--- src/rtl/b16_to_bcd_if.sv ---
// Conversion bus for b16_to_bcd: binary value and enable in, five BCD digits out.
interface b16_to_bcd_if;
  logic [15:0] to_display;
  logic        enable;
  logic [3:0]  D5;
  logic [3:0]  D4;
  logic [3:0]  D3;
  logic [3:0]  D2;
  logic [3:0]  D1;

  modport master (output to_display, output enable,
                  input D5, input D4, input D3, input D2, input D1);
  modport slave  (input to_display, input enable,
                  output D5, output D4, output D3, output D2, output D1);
endinterface

--- src/rtl/b16_to_bcd.sv ---
// 16-bit binary to five-digit BCD, combinational double-dabble into registered digits.
// Optional leading-zero blanking (digit 4'hF) when B16_TO_BCD_BLANK_EN is defined.
module b16_to_bcd (
  input logic        clk,
  input logic        rst_n,
  b16_to_bcd_if.slave bus
);

  logic [19:0] bcd_raw;
  logic [15:0] bin_sh;
  logic [19:0] digits_d;
  logic [19:0] digits_q;

  function automatic logic [3:0] add3(input logic [3:0] nib);
    add3 = (nib >= 4'd5) ? nib + 4'd3 : nib;
  endfunction

  always_comb begin
    bcd_raw = '0;
    bin_sh  = bus.to_display;
    for (int i = 0; i < 16; i++) begin
      bcd_raw = {add3(bcd_raw[19:16]), add3(bcd_raw[15:12]), add3(bcd_raw[11:8]),
                 add3(bcd_raw[7:4]), add3(bcd_raw[3:0])};
      bcd_raw = {bcd_raw[18:0], bin_sh[15]};
      bin_sh  = {bin_sh[14:0], 1'b0};
    end
  end

`ifdef B16_TO_BCD_BLANK_EN
  logic blank5, blank4, blank3, blank2;

  // Blanking propagates from the top digit and stops at the first nonzero one.
  always_comb begin
    blank5 = (bcd_raw[19:16] == 4'd0);
    blank4 = blank5 && (bcd_raw[15:12] == 4'd0);
    blank3 = blank4 && (bcd_raw[11:8] == 4'd0);
    blank2 = blank3 && (bcd_raw[7:4] == 4'd0);
    digits_d = 20'hFFFFF;
    if (bus.enable) begin
      digits_d = {blank5 ? 4'hF : bcd_raw[19:16],
                  blank4 ? 4'hF : bcd_raw[15:12],
                  blank3 ? 4'hF : bcd_raw[11:8],
                  blank2 ? 4'hF : bcd_raw[7:4],
                  bcd_raw[3:0]};
    end
  end
`else
  always_comb begin
    digits_d = '0;
    if (bus.enable) begin
      digits_d = bcd_raw;
    end
  end
`endif

  always_ff @(posedge clk or negedge rst_n) begin
    if (!rst_n) begin
      digits_q <= '0;
    end else begin
      digits_q <= digits_d;
    end
  end

  assign bus.D5 = digits_q[19:16];
  assign bus.D4 = digits_q[15:12];
  assign bus.D3 = digits_q[11:8];
  assign bus.D2 = digits_q[7:4];
  assign bus.D1 = digits_q[3:0];

endmodule

--- src/flat_wrapper.sv ---
// flat-port wrapper written by rule: the top's interface ports become plain ports
module b16_to_bcd_flat 
  (clk, rst_n, bus_to_display, bus_enable, bus_D5, bus_D4, bus_D3, bus_D2, bus_D1);
  b16_to_bcd_if bus_i ();
  input logic clk;
  input logic rst_n;
  input wire logic [$bits(bus_i.to_display)-1:0] bus_to_display;
  input wire logic [$bits(bus_i.enable)-1:0] bus_enable;
  output wire logic [$bits(bus_i.D5)-1:0] bus_D5;
  output wire logic [$bits(bus_i.D4)-1:0] bus_D4;
  output wire logic [$bits(bus_i.D3)-1:0] bus_D3;
  output wire logic [$bits(bus_i.D2)-1:0] bus_D2;
  output wire logic [$bits(bus_i.D1)-1:0] bus_D1;
  assign bus_i.to_display = bus_to_display;
  assign bus_i.enable = bus_enable;
  assign bus_D5 = bus_i.D5;
  assign bus_D4 = bus_i.D4;
  assign bus_D3 = bus_i.D3;
  assign bus_D2 = bus_i.D2;
  assign bus_D1 = bus_i.D1;
  b16_to_bcd u_core (.clk(clk), .rst_n(rst_n), .bus(bus_i));
endmodule
--- config.mk ---
export PLATFORM = sky130hd
export DESIGN_NAME = b16_to_bcd_flat
export DESIGN_NICKNAME = d
export VERILOG_FILES = /design/src/rtl/b16_to_bcd_if.sv /design/src/rtl/b16_to_bcd.sv /design/src/flat_wrapper.sv
export SDC_FILE = /design/constraint.sdc
export NUM_CORES = 1
export LEC_CHECK = 0
export ABC_AREA = 1
export CAP_MARGIN = 20
export CORE_UTILIZATION = 37
export CTS_CLUSTER_SIZE = 16
export DETAILED_ROUTE_END_ITERATION = 10
export PLACE_DENSITY = 0.63
export SYNTH_ARGS = -nofsm -noshare
export SYNTH_HDL_FRONTEND = slang
export SYNTH_SLANG_ARGS = --single-unit
--- constraint.sdc ---
create_clock -name clk -period 0.8 [get_ports clk]
set_input_delay 0.2 -clock clk [delete_from_list [all_inputs] [get_ports clk]]
set_output_delay 0.2 -clock clk [all_outputs]
set_load 0.02 [all_outputs]
==> results of run 1 <==
[cells by family after synthesis]
family	synth area share, %
AO/OA/AOI/OAI	6.12
XOR/XNOR	2.21
adder cells (fa/ha/maj)	8.71
buffers and inverters	11.4
flip-flops	11.6
AND/OR/NAND/NOR	59.9
[final cells by class]
class / count / area (um2) / area share, %
inverter: 128 / 513 / 5.88
tap: 143 / 179 / 2.05
timing repair buffer: 313 / 2640 / 30.3
multi-input combinational: 565 / 4810 / 55.1
clock buffer: 3 / 75.1 / 0.861
sequential: 20 / 500 / 5.74
[cell usage in the layout (no fill, tap or decap), types with 2 or more instances in the layout]
| master | instances |
|---|---|
| nand2_1 | 121 |
| xor2_1 | 7 |
| nand3_4 | 33 |
| nor2_4 | 2 |
| buf_12 | 4 |
| o21ai_2 | 4 |
| nand3b_1 | 8 |
| inv_2 | 35 |
| a21oi_1 | 6 |
| a21oi_2 | 8 |
| ha_1 | 5 |
| inv_1 | 84 |
| nand4_1 | 30 |
| xor2_2 | 2 |
| clkbuf_16 | 3 |
| ha_2 | 3 |
| and2_4 | 11 |
| nor2_2 | 4 |
| nand3_2 | 40 |
| buf_4 | 238 |
| o21ai_1 | 3 |
| nand2_4 | 78 |
| dfrtp_1 | 20 |
| o21ai_4 | 11 |
| ha_4 | 22 |
| nand2_2 | 100 |
| nand2_8 | 2 |
| o211ai_1 | 2 |
| nand3_1 | 36 |
| nor2_1 | 18 |
| inv_4 | 6 |
| buf_6 | 55 |
| clkdlybuf4s50_1 | 13 |
[stage by stage]
step / worst slack [ns] / TNS [ns] / area, um2
after floorplan: -6.12 / -106.70 / 4670
after global placement: -6.80 / -130.86 / 6810
after detailed placement: -7.22 / -137.56 / 6810
after CTS: -6.25 / -115.91 / 7720
after global routing: -6.93 / -126.75 / 8720
final: -6.53 / -119.27 / 8720
[critical path: cells and delay by family]
kind / cells / cell delay [ns]
AOI/OAI and AO/OA: 1 / 0.03
and+or+nand+nor: 53 / 4.61
adders and majority gates: 11 / 1.61
buffers and inverters: 15 / 0.97
[per-layer routing]
layer | wire length (um) | share of wire, % | global-route usage (%)
met2 | 9410 | 61 | 44.6
met4 | 524 | 3.4 | 5.05
met3 | 265 | 1.7 | 0.771
met1 | 5240 | 34 | 18.7
met5 | 0 | 0 | 0
[repair_timing]
action,in CTS,in global routing
setup endpoints to repair,39,40
setup buffers,46,26
resized for setup,235,202
pin swaps,83,120
[final timing paths]
check | from | to | slack (ns)
min in group clk | bus_enable | u_core.digits_q[0] | 0.37
worst max-delay path | bus_to_display[14] | u_core.digits_q[5] | -6.53
max in group asynchronous | rst_n | u_core.digits_q[9] | 0.37
worst min-delay path | rst_n | u_core.digits_q[14] | 0.30
==> metrics.txt, run 1 <==
Site Rows 39; Total GRT Usage 19.9%; number of global-route vias before repair 5354; Post-Syn Area 4310 um2; largest registers u_core.digits_q (20); HP Class in -> async; H-tree depth 1; Reg with most FFs u_core.digits_q; area grow syn2layout 102%; Tcrit/Tclk final 916%; clock root cell clkbuf_16; Pre-Repair DR Iteration Count 5; initial core utilization about 38%; Slew Limit Fails 0; Seq cells post-synth 20; Post-Synthesis Cells 714; clock tree from TritonCTS done; CP endpoint kind flip-flop; total grt overflow 0; Top FF cell, synth dfrtp_1; hold buffers post-CTS 0; cell repeated most along the worst path nand2_4; max reg flops 20; Synth warnings 0; I/O Pins 39; CTS Buffer Depth 2; asr flop ratio synth 100%; routed len/inst 13.2 um; count leader, synth nand2_1; Die W approximately 110 um; vias per cell 4.98; Yosys cell types 33; Nets 1080; Area contributors post-synth nand2_1, dfrtp_1, nand2_2; syn_nets 763; top post-synthesis cells by count nand2_1, inv_1, nand3_1; number of instances in the placed design 1102; Die Ht 110 um; vias 5833; initial antenna violation count 0; layout cell share with drive strength beyond 1 around two thirds; status complete, but fails checks; CTS Buf Count 3; relative slew slack approximately 75%; Worst setup SP type primary input; final setup fails 39; leading area contributor after synthesis nand2_1; clk slew on worst S/H paths ~0.05 ns; IO Port Bufs 38; register area share after synthesis 11.6%; DIE AREA 12100 um2; EDFF count, synth 0; Final Hold Viols 0; Fmax 136 MHz; core area 11400 um2; clock sink count 20; Finished Core Util 76.7%; Syn Area/Cell 6.04 um2; Antenna Cells 0; Hold WS 0.302 ns; min Tclk post-route 7.33 ns; required time of the critical path 0.97 ns; slowest CP cell and2_4; RSZ-0062 raised after global routing true; DRC violations left 0; DRT iter0 DRCs 212; Yosys top cell area share 18.1%; failing checks setup timing; Slowest Stage Delay on Critical Path approximately 0.18 ns; fillcell total between 700 and 800; Worst-Margin Slew approximately 0.38 ns; Setup WS post-layout -6.53 ns; Crit Path Max Fanout 6; max_cap viols 0; pin count of the biggest net entering global routing 21; WS Path Type in -> reg; gp weighted congestion around 0.8; first-pass GRT wire length 20.3 mm; Detail Route Antenna Nets 0; WP data arrival 7.50 ns; fin cells about 1200; Routed WL between 15 and 20 mm; Detail Placement HPWL 8.96 mm
Power of run 1 is left out: the tool's default activity adds up to more than one toggle a clock period on the data nets, which glitch-free logic cannot reach.
==> run 2, diff against run 1 <==
--- a/config.mk
+++ b/config.mk
@@ -7,10 +7,11 @@
 export LEC_CHECK = 0
 export ABC_AREA = 1
 export CAP_MARGIN = 20
-export CORE_UTILIZATION = 37
+export CORE_UTILIZATION = 40
 export CTS_CLUSTER_SIZE = 16
 export DETAILED_ROUTE_END_ITERATION = 10
-export PLACE_DENSITY = 0.63
+export PLACE_DENSITY = 0.67
+export SKIP_CTS_REPAIR_TIMING = 1
 export SYNTH_ARGS = -nofsm -noshare
 export SYNTH_HDL_FRONTEND = slang
 export SYNTH_SLANG_ARGS = --single-unit
==> run 2 against run 1 <==
Compared with the run above:
- the flow still finishes with violations (setup timing)
- setup slack lost 0.14 ns
- highest routed layer unchanged
- design area shrank 6.1%
- sequential share of layout area grew 0.37 points
- die area shrank 7.4%
- first-iteration DRC count grew 21%
- critical path depth shrank 5
- non-clock buffer count shrank 25
- utilization grew 2.3 points
- global-route usage shrank 1.2 points
- cell count shrank 2.6%
- largest cell class unchanged
==> metrics.txt, run 2 (same netlist as run 1, synthesis figures left out) <==
status complete, but fails checks; failing checks setup timing; WP data arrival 7.63 ns (+0.13 ns); initial core utilization 41.6% (+3.7 points); clock root cell clkbuf_8; Detail Placement HPWL 9.12 mm (+1.8%); commonest cells after routing, fill and taps aside buf_4, nand2_1, nand2_2; number of global-route vias before repair 5002 (-6.6%); WS Path Type in -> reg; Antenna Cells 0 (unchanged); max reg flops 20 (unchanged); min Tclk post-route 7.47 ns (+0.140 ns); required time of the critical path 0.96 ns (about the same); layout cell share with drive strength beyond 1 59.9% (-5.1 points); gp weighted congestion 0.823 (+2.2%); HP Class in -> async; commonest non-fill, non-tap cell in the layout buf_4; Die W 106 um (-3.8%); Worst-Margin Slew 0.346 ns (-0.0329 ns); Critical path buffers and inverters 15 (unchanged); vias per cell 5.14 (+3.3%); DRT iter0 DRCs 256 (+21%); Final Hold Viols 0 (unchanged); final setup fails 39 (unchanged); routed len/inst 13.2 um (+0.16%); CP endpoint kind flip-flop; Pre-Repair DR Iteration Count 5 (unchanged); area grow syn2layout 89.9%; Reg with most FFs u_core.digits_q; Slew Limit Fails 0 (unchanged); placed cell area 6760 um2 (-0.64%); fin area 8180 um2 (-6.1%); clock tree from TritonCTS done; H-tree depth 1 (unchanged); Fmax 134 MHz (-1.9%); Site Rows 37 (-5.1%); pre-CTS WS -7.24 ns (-0.0268 ns); CTS Buf Count 3 (unchanged); RSZ-0062 raised after global routing true; DRC violations left 0 (unchanged); Detail Route Antenna Nets 0 (unchanged); vias 5868 (+0.60%); area of the multi-input gates 4580 um2 (-4.8%); Total GRT Usage 18.7% (-1.2 points); max_cap viols 0 (unchanged); Worst setup SP type primary input; cell repeated most along the worst path nand2_4; I/O Pins 39 (unchanged); fillcell total 613 (-13%); DIE AREA 11200 um2 (-7.4%); Crit path depth 75 (-6.3%); Routed WL 15.1 mm (-2.5%); Setup WS post-layout -6.67 ns (-0.140 ns); Tcrit/Tclk final 934% (+18 points); clock sink count 20 (unchanged); Die Ht 106 um (-3.8%); Crit path max-delay family simple AND/OR/NAND/NOR gates; clk slew on worst S/H paths 0.07 ns (+0.02 ns); relative slew slack 76.8% (+2.2 points); Hold WS 0.289 ns (-0.0126 ns); CTS Buffer Depth 2 (unchanged); FF+latch area 500 um2 (unchanged); first-pass GRT wire length 18.4 mm (-9.6%); slowest CP cell and2_4; core area 10400 um2 (-8.8%); IO Port Bufs 38 (unchanged); final setup TNS -122.74 ns (-3.46 ns); total grt overflow 0 (unchanged); pin count of the biggest net entering global routing 21 (unchanged); initial antenna violation count 0 (unchanged); largest registers u_core.digits_q (20); Crit Path Max Fanout 4 (-2); Nets 1055 (-2.3%); Slowest Stage Delay on Critical Path 0.20 ns (+0.02 ns)
## run 2: metrics by stage
stage               instances  utilization, %
global route             1141            78.9
CTS                      1096            65.7
global placement         1092            65.2
detailed placement       1092            65.2
floorplan                 714               -
finish                   1141            78.9
## run 2: path summary, 6_finish.rpt
check	from	endpoint	slack, ns
setup / recovery	bus_to_display[14]	u_core.digits_q[6]	-6.67
max in group asynchronous	rst_n	u_core.digits_q[12]	0.39
min in group clk	bus_enable	u_core.digits_q[10]	0.38
hold / removal	rst_n	u_core.digits_q[9]	0.29
## run 2: layout make-up
| cell class | count | share of cell area, % |
|---|---|---|
| Multi-Input combinational cell | 565 | 55.9 |
| Timing Repair Buffer | 288 | 29.0 |
| Inverter | 128 | 6.21 |
| Sequential cell | 20 | 6.12 |
| Tap cell | 136 | 2.08 |
| Clock buffer | 4 | 0.673 |
## run 2: per-layer routing
layer,global-route usage (%),vias up,wire length (um)
li1,-,2870,-
met1,18.6,2781,5420
met2,41.3,162,8710
met3,0.557,55,410
met4,4.07,0,522
met5,0,-,0
Power of run 2 is left out for the same reason.
